$ cat src/rtl/regfile_mp.sv
// Multi-port register file: two write ports, pending-load scoreboard, sequential clear engine.
// Optional same-cycle read bypass is enabled by defining REGFILE_MP_BYPASS_EN.
module regfile_mp #(
    parameter int XLEN = 32,
    parameter int NREG = 32,
    parameter int NRD  = 2
) (
    input  logic                          clk,
    input  logic                          rst,
    input  logic [NRD*$clog2(NREG)-1:0]   rd_addr,
    output logic [NRD*XLEN-1:0]           rd_data,
    output logic [NRD-1:0]                rd_busy,
    input  logic                          wa_en,
    input  logic [$clog2(NREG)-1:0]       wa_addr,
    input  logic [XLEN-1:0]               wa_data,
    input  logic                          wb_en,
    input  logic [$clog2(NREG)-1:0]       wb_addr,
    input  logic [XLEN-1:0]               wb_data,
    input  logic                          sb_set_en,
    input  logic [$clog2(NREG)-1:0]       sb_set_addr,
    input  logic                          clr_req,
    output logic                          clr_busy
);
    localparam int AW = $clog2(NREG);

    typedef enum logic {ST_IDLE, ST_CLEAR} state_t;

    state_t          r_state;
    logic [AW-1:0]   r_idx;
    logic            r_clr_busy;

    logic [XLEN-1:0] w_regs [NREG];
    logic [NREG-1:0] w_busy;
    logic            w_wa_go;
    logic            w_wb_go;
    logic            w_sb_go;
    logic            w_clearing;

    // All write sources are frozen while the clear engine owns the array.
    assign w_clearing = (r_state == ST_CLEAR);
    assign w_wa_go    = wa_en     & ~w_clearing;
    assign w_wb_go    = wb_en     & ~w_clearing;
    assign w_sb_go    = sb_set_en & ~w_clearing;
    assign clr_busy   = r_clr_busy;

    always_ff @(posedge clk or posedge rst) begin
        if (rst) begin
            r_state    <= ST_IDLE;
            r_idx      <= '0;
            r_clr_busy <= 1'b0;
        end else begin
            case (r_state)
                ST_IDLE: begin
                    if (clr_req) begin
                        r_state    <= ST_CLEAR;
                        r_idx      <= AW'(1);
                        r_clr_busy <= 1'b1;
                    end
                end
                ST_CLEAR: begin
                    if (r_idx == AW'(NREG - 1)) begin
                        r_state    <= ST_IDLE;
                        r_idx      <= '0;
                        r_clr_busy <= 1'b0;
                    end else begin
                        r_idx <= r_idx + AW'(1);
                    end
                end
                default: begin
                    r_state    <= ST_IDLE;
                    r_idx      <= '0;
                    r_clr_busy <= 1'b0;
                end
            endcase
        end
    end

    genvar gi;
    generate
        for (gi = 0; gi < NREG; gi++) begin : g_reg
            if (gi == 0) begin : g_zero
                assign w_regs[gi] = '0;
                assign w_busy[gi] = 1'b0;
            end else begin : g_live
                logic [XLEN-1:0] r_q;
                logic            r_b;

                always_ff @(posedge clk or posedge rst) begin
                    if (rst) begin
                        r_q <= '0;
                        r_b <= 1'b0;
                    end else if (w_clearing) begin
                        if (r_idx == AW'(gi)) begin
                            r_q <= '0;
                            r_b <= 1'b0;
                        end
                    end else begin
                        // Port B is the later writer and wins a same-address collision.
                        if (w_wb_go && wb_addr == AW'(gi))
                            r_q <= wb_data;
                        else if (w_wa_go && wa_addr == AW'(gi))
                            r_q <= wa_data;

                        if (w_sb_go && sb_set_addr == AW'(gi))
                            r_b <= 1'b1;
                        else if (w_wb_go && wb_addr == AW'(gi))
                            r_b <= 1'b0;
                    end
                end

                assign w_regs[gi] = r_q;
                assign w_busy[gi] = r_b;
            end
        end

        for (gi = 0; gi < NRD; gi++) begin : g_rd
            wire [AW-1:0] w_a;
            assign w_a = rd_addr[gi*AW +: AW];
`ifdef REGFILE_MP_BYPASS_EN
            // Forward in-flight write data; the go signals already drop during a clear.
            assign rd_data[gi*XLEN +: XLEN] =
                (w_a != '0 && w_wb_go && wb_addr == w_a) ? wb_data :
                (w_a != '0 && w_wa_go && wa_addr == w_a) ? wa_data :
                w_regs[w_a];
`else
            assign rd_data[gi*XLEN +: XLEN] = w_regs[w_a];
`endif
            assign rd_busy[gi] = w_busy[w_a];
        end
    endgenerate
endmodule

$ cat config.mk
export PLATFORM = sky130hd
export DESIGN_NAME = regfile_mp
export DESIGN_NICKNAME = d
export VERILOG_FILES = /design/src/rtl/regfile_mp.sv
export SDC_FILE = /design/constraint.sdc
export NUM_CORES = 2
export LEC_CHECK = 0
export ABC_CLOCK_PERIOD_IN_PS = 32200
export BUFFER_PORTS_ARGS = -buffer_cell sky130_fd_sc_hd__buf_2
export CAP_MARGIN = 5
export CELL_PAD_IN_SITES_DETAIL_PLACEMENT = 1
export CELL_PAD_IN_SITES_GLOBAL_PLACEMENT = 1
export CORE_ASPECT_RATIO = 2
export CORE_MARGIN = 2
export CORE_UTILIZATION = 35
export DETAILED_ROUTE_END_ITERATION = 8
export GPL_TIMING_DRIVEN = 0
export PLACE_DENSITY_LB_ADDON = 0.08
export RECOVER_POWER = 25
export SLEW_MARGIN = 15
export SYNTH_ARGS = -nofsm -noshare
export SYNTH_HDL_FRONTEND = slang
export SYNTH_SLANG_ARGS = --single-unit
$ cat constraint.sdc
create_clock -name clk -period 32.2 [get_ports clk]
set_input_delay 3.22 -clock clk [delete_from_list [all_inputs] [get_ports clk]]
set_output_delay 3.22 -clock clk [all_outputs]
set_load 0.03 [all_outputs]
Word-level counts from Yosys, hierarchy flattened:

Index checks and enable logic that the tools add are counted.

* logic and storage cells: 716
* output and inout bits: 67
* bits in registers: 1030
* bits of input ports: 95

* bitwise logic cells: 6
* eq/ne operators: 156
* magnitude comparators: 4
* muxes and demuxes: 266
* add/subtract/negate cells: 1
* reduce and logical (&&, ||, !) cells: 218

Operator list (number)
* $mux W32: 128
* $bmux W32 S5: 2
* $eq A5 B5 Y1 const B: 64
* $reduce_bool A3 Y1: 62
* $eq A5 B4 Y1 const B: 32
* $mux W1: 129
* $reduce_and A2 Y1: 63
* $logic_and A1 B1 Y1: 93
* $eq A5 B3 Y1 const B: 16
* $ne A2 B1 Y1 const B: 31
* $eq A5 B2 Y1 const B: 8
* $eq A5 B1 Y1 const B: 4
* $ge A6 B6 Y1 const B: 2
* $lt A5 B6 Y1 const B: 2
* $not A5 Y6: 2
* $bmux W1 S5: 2
* $mux W5: 2
* $pmux W5 S2: 1
* $add A5 B1 Y5 const B: 1
* $pmux W1 S2: 2
* $and A1 B1 Y1: 3
* $ne A2 B2 Y1 const B: 1
* $not A1 Y1: 1

Longest topological paths before layout:

* depth after elaboration: 6
* depth in mapped cells: 9

Worst setup path after synthesis:

OpenSTA, ideal clock, no wires.

* path type: input port to output port
* start: input port rd_addr[5]
* end: output port rd_data[42]
* data required time: 28980 ps
* slack: 23821 ps
* cell stages on the path: 8
* arrival time: 5159 ps
* cell sequence: buf_2 buf_2 buf_2 buf_2 buf_2 a22o_1 a211oi_1 o31ai_1

* cells in the longest elaborated chain, start to end: 4

Ends and longest elaborated chain
* start, declared: line 10 `input logic [NRD*$clog2(NREG)-1:0] rd_addr,`
* $not A5 Y6 (not written as such): line 126 `assign rd_data[gi*XLEN +: XLEN] = w_regs[w_a];`
* $bmux W32 S5: line 126
* $mux W32 (not written as such) (2 in a row): line 126
* end, declared: line 11 `output logic [NRD*XLEN-1:0] rd_data,`

No other way between the ends. The select of a mux whose other input is x is not followed.

Worst setup path after layout:

* start: input port rd_addr[6]
* end: output port rd_data[46]

Same word-level chain as after synthesis.

==> impl_metrics.json <==
{
  "crit-reg2reg-launch": "r_state",
  "async_reset_ff_frac": 1.00,
  "first_global_vias": 70540,
  "holdPathStages": 1,
  "grt-ovfl-total": 0,
  "ys_types": 49,
  "synth_top_area_share": 0.358,
  "yosysSeqAreaShare": 0.358,
  "cts_tree": "done",
  "synth_area_leader_cell": "dfrtp_1",
  "postSynthAreaPerCell_um2": 10.8,
  "grt_max_degree": 35,
  "drcViolationCount": 0,
  "grt.total_usage": 0.441,
  "route.top_layer_used": "met5",
  "fin_crit_sh": 0.342,
  "yosys_warnings": 0,
  "yosysMostFrequentCell": "o31ai_1",
  "fill_cells": 22719,
  "reg2regPathDepth": 7,
  "skew_ns": 0.0270,
  "post_cts_buffers": 0,
  "final_antenna_net_count": 0,
  "hold_viol_final": 0,
  "vias": 68467,
  "arrival_ns": 7.81,
  "cp-start-kind": "input pin",
  "nets": 7115,
  "rsz0062_at_grt": "no",
  "antenna_found_initial": 32,
  "start_util": 0.351,
  "area_growth_pct": 12.5,
  "first_pass_iters": 6,
  "dp.final_hpwl_mm": 381,
  "crit_start": "rd_addr[6]",
  "reg2reg_slack_ns": 26.12,
  "crit_buf_inv": 5,
  "clock-sinks": 1030,
  "cp.required_ns": 28.98,
  "fin_hold_ws_ns": 0.515,
  "synth_edf_count": 0,
  "setup_violations": 0,
  "cts_resized": 0,
  "rr_endpoint": "g_reg[4].g_live.r_q[1]",
  "cts_hold_buf": 0,
  "port_buffers": 156,
  "hold_path_end": "g_reg[27].g_live.r_b",
  "chipWidth_um": 325,
  "worst_setup_path_end_kind": "primary output",
  "crit_slowest_cell": "o21ai_0",
  "grt_pass1_wl_mm": 628,
  "gp_congestion": 1.13,
  "met3WireLength_mm": 27.7,
  "crit_family": "buffers and inverters",
  "fmax_mhz": 90.7,
  "violations": "capacitance limit, slew limit",
  "period_needed_ns": 11.03,
  "met1_length_mm": 158,
  "hp-class": "register to register",
  "fp.dieH_um": 645,
  "met2_length_mm": 212,
  "first_iter_violations": 6994,
  "ir_drop_uv": 56.8,
  "synth_area_um2": 71900,
  "fin_tns_setup_ns": 0,
  "drt_wl_total_mm": 469,
  "cts_htree_levels": 3,
  "synth_seq_cells": 1030,
  "p_leak_nw": 34.7,
  "drv_slew": 536,
  "synth_area_leaders": "dfrtp_1 (36%), mux2i_1 (14%), mux4_2 (12%)",
  "cap_violations": 20,
  "worstPathCellList": "buf_2, clkbuf_1, buf_2, nor2_1, clkbuf_1, a22o_1, o21ai_0, o31ai_1, buf_2",
  "cp_common_cell": "buf_2",
  "ys.flop_type": "dfrtp_1",
  "cpPeakStageDelay_ns": 0.92,
  "regArea_um2": 25800,
  "relSlewSlack": -0.369,
  "crit_type": "input pin to primary output",
  "wire_per_inst_um": 47.6,
  "fp-row-count": 235,
  "worst-path-max-fanout": 10,
  "syn-num-nets": 6783,
  "min_from": "g_reg[27].g_live.r_b",
  "ios": 162,
  "core_um2": 205000,
  "numCtsBuffers": 112,
  "synth_cells": 6682,
  "p_per_area_nw_per_um2": 80.0,
  "clk_latency_ns": 0.82,
  "status": "complete, but fails checks",
  "multiInputGateArea_um2": 41700,
  "worst-slew-pin-transition_ns": 2.05,
  "cts.path.max_buffers": 3,
  "dieArea_um2": 209000,
  "path_clk_slew_ns": 0.06,
  "netlist_top_cells_count": "o31ai_1 (1,031), dfrtp_1 (1,030), mux2i_1 (1,000)",
  "cts_root_buf": "clkbuf_16",
  "viasPerCell": 6.95,
  "drive_gt1_frac": 0.209
}
[how the worst max path moves through the flow]
stage                               to  cells past startpoint
2_1_floorplan                 clr_busy                      1
5_1_grt                    rd_data[48]                      9
4_1_cts                    rd_data[51]                      9
3_5_place_dp               rd_data[51]                      9
6_report                   rd_data[46]                      9
3_3_place_gp   g_reg[9].g_live.r_q[25]                      2
[worst reg2reg max path, cell delays in order (launching register included)]
cell and delay, ns:
dfrtp_1 0.32, clkbuf_1 0.42, clkbuf_1 0.57, clkbuf_1 1.38
clkbuf_1 0.82, clkbuf_1 1.29, clkbuf_1 0.89, o31ai_1 0.20
[cells by family after synthesis]
kind of cell | share of synthesized area
muxes | 0.310
AOI/OAI and AO/OA | 0.167
and+or+nand+nor | 0.100
buffers and inverters | 0.0630
DFF | 0.358
adders and majority gates | 0.00104
xor gates and xnor gates | 0.000244
[flip-flops by register name, indices dropped and copies added (netlist names)]
register	cells
g.g_live.r_q	992
g.g_live.r_b	31
r_idx	5
clr_busy	1
r_state	1
[final cells by class]
| class | instances | area share |
|---|---|---|
| Sequential cell | 1030 | 0.319 |
| Clock inverter | 40 | 0.00546 |
| Buffer | 1051 | 0.0573 |
| Clock buffer | 166 | 0.0402 |
| Inverter | 11 | 0.000526 |
| Timing Repair Buffer | 218 | 0.0197 |
| Multi-Input combinational cell | 4590 | 0.515 |
| Antenna cell | 25 | 0.000773 |
| Tap cell | 2725 | 0.0422 |
[metal layers]
| layer | global-route usage | vias to the layer above |
|---|---|---|
| met2 | 0.688 | 3767 |
| met1 | 0.461 | 35805 |
| li1 | - | 27251 |
| met3 | 0.0753 | 1640 |
| met5 | 0 | - |
| met4 | 0.544 | 4 |
[through the flow]
step	instance area, um2	setup WS, ns	std cells	total power [mW]	util
after floorplan	71900	14.78	6682	3.70	-
after global placement	76100	6.39	9563	4.85	0.372
after detailed placement	77400	21.51	9623	4.97	0.378
after CTS	81100	21.50	9829	6.37	0.396
after global routing	80800	21.56	9838	6.64	0.395
final	80900	21.17	9856	6.47	0.395
[report_power, final]
| part | internal [mW] | switching (mW) |
|---|---|---|
| Sequential | 1.80 | 0.487 |
| Clock | 0.755 | 0.655 |
| Combinational | 0.990 | 1.79 |
| Total | 3.54 | 2.93 |
[cells in the final DEF, fill, tap and decap left out, drive strengths merged, types with 52 or more instances in the layout]
cell type and count:
a211oi 68, a21oi 163, a22o 202, and2 88
buf 522, clkbuf 913, dfrtp 1030, mux2 289
mux2i 1000, mux4 396, nand3 502, nand4 514
nor2b 52, o21ai 80, o22ai 67, o31ai 1031
Note: power is estimated with default switching activity, not from simulation.
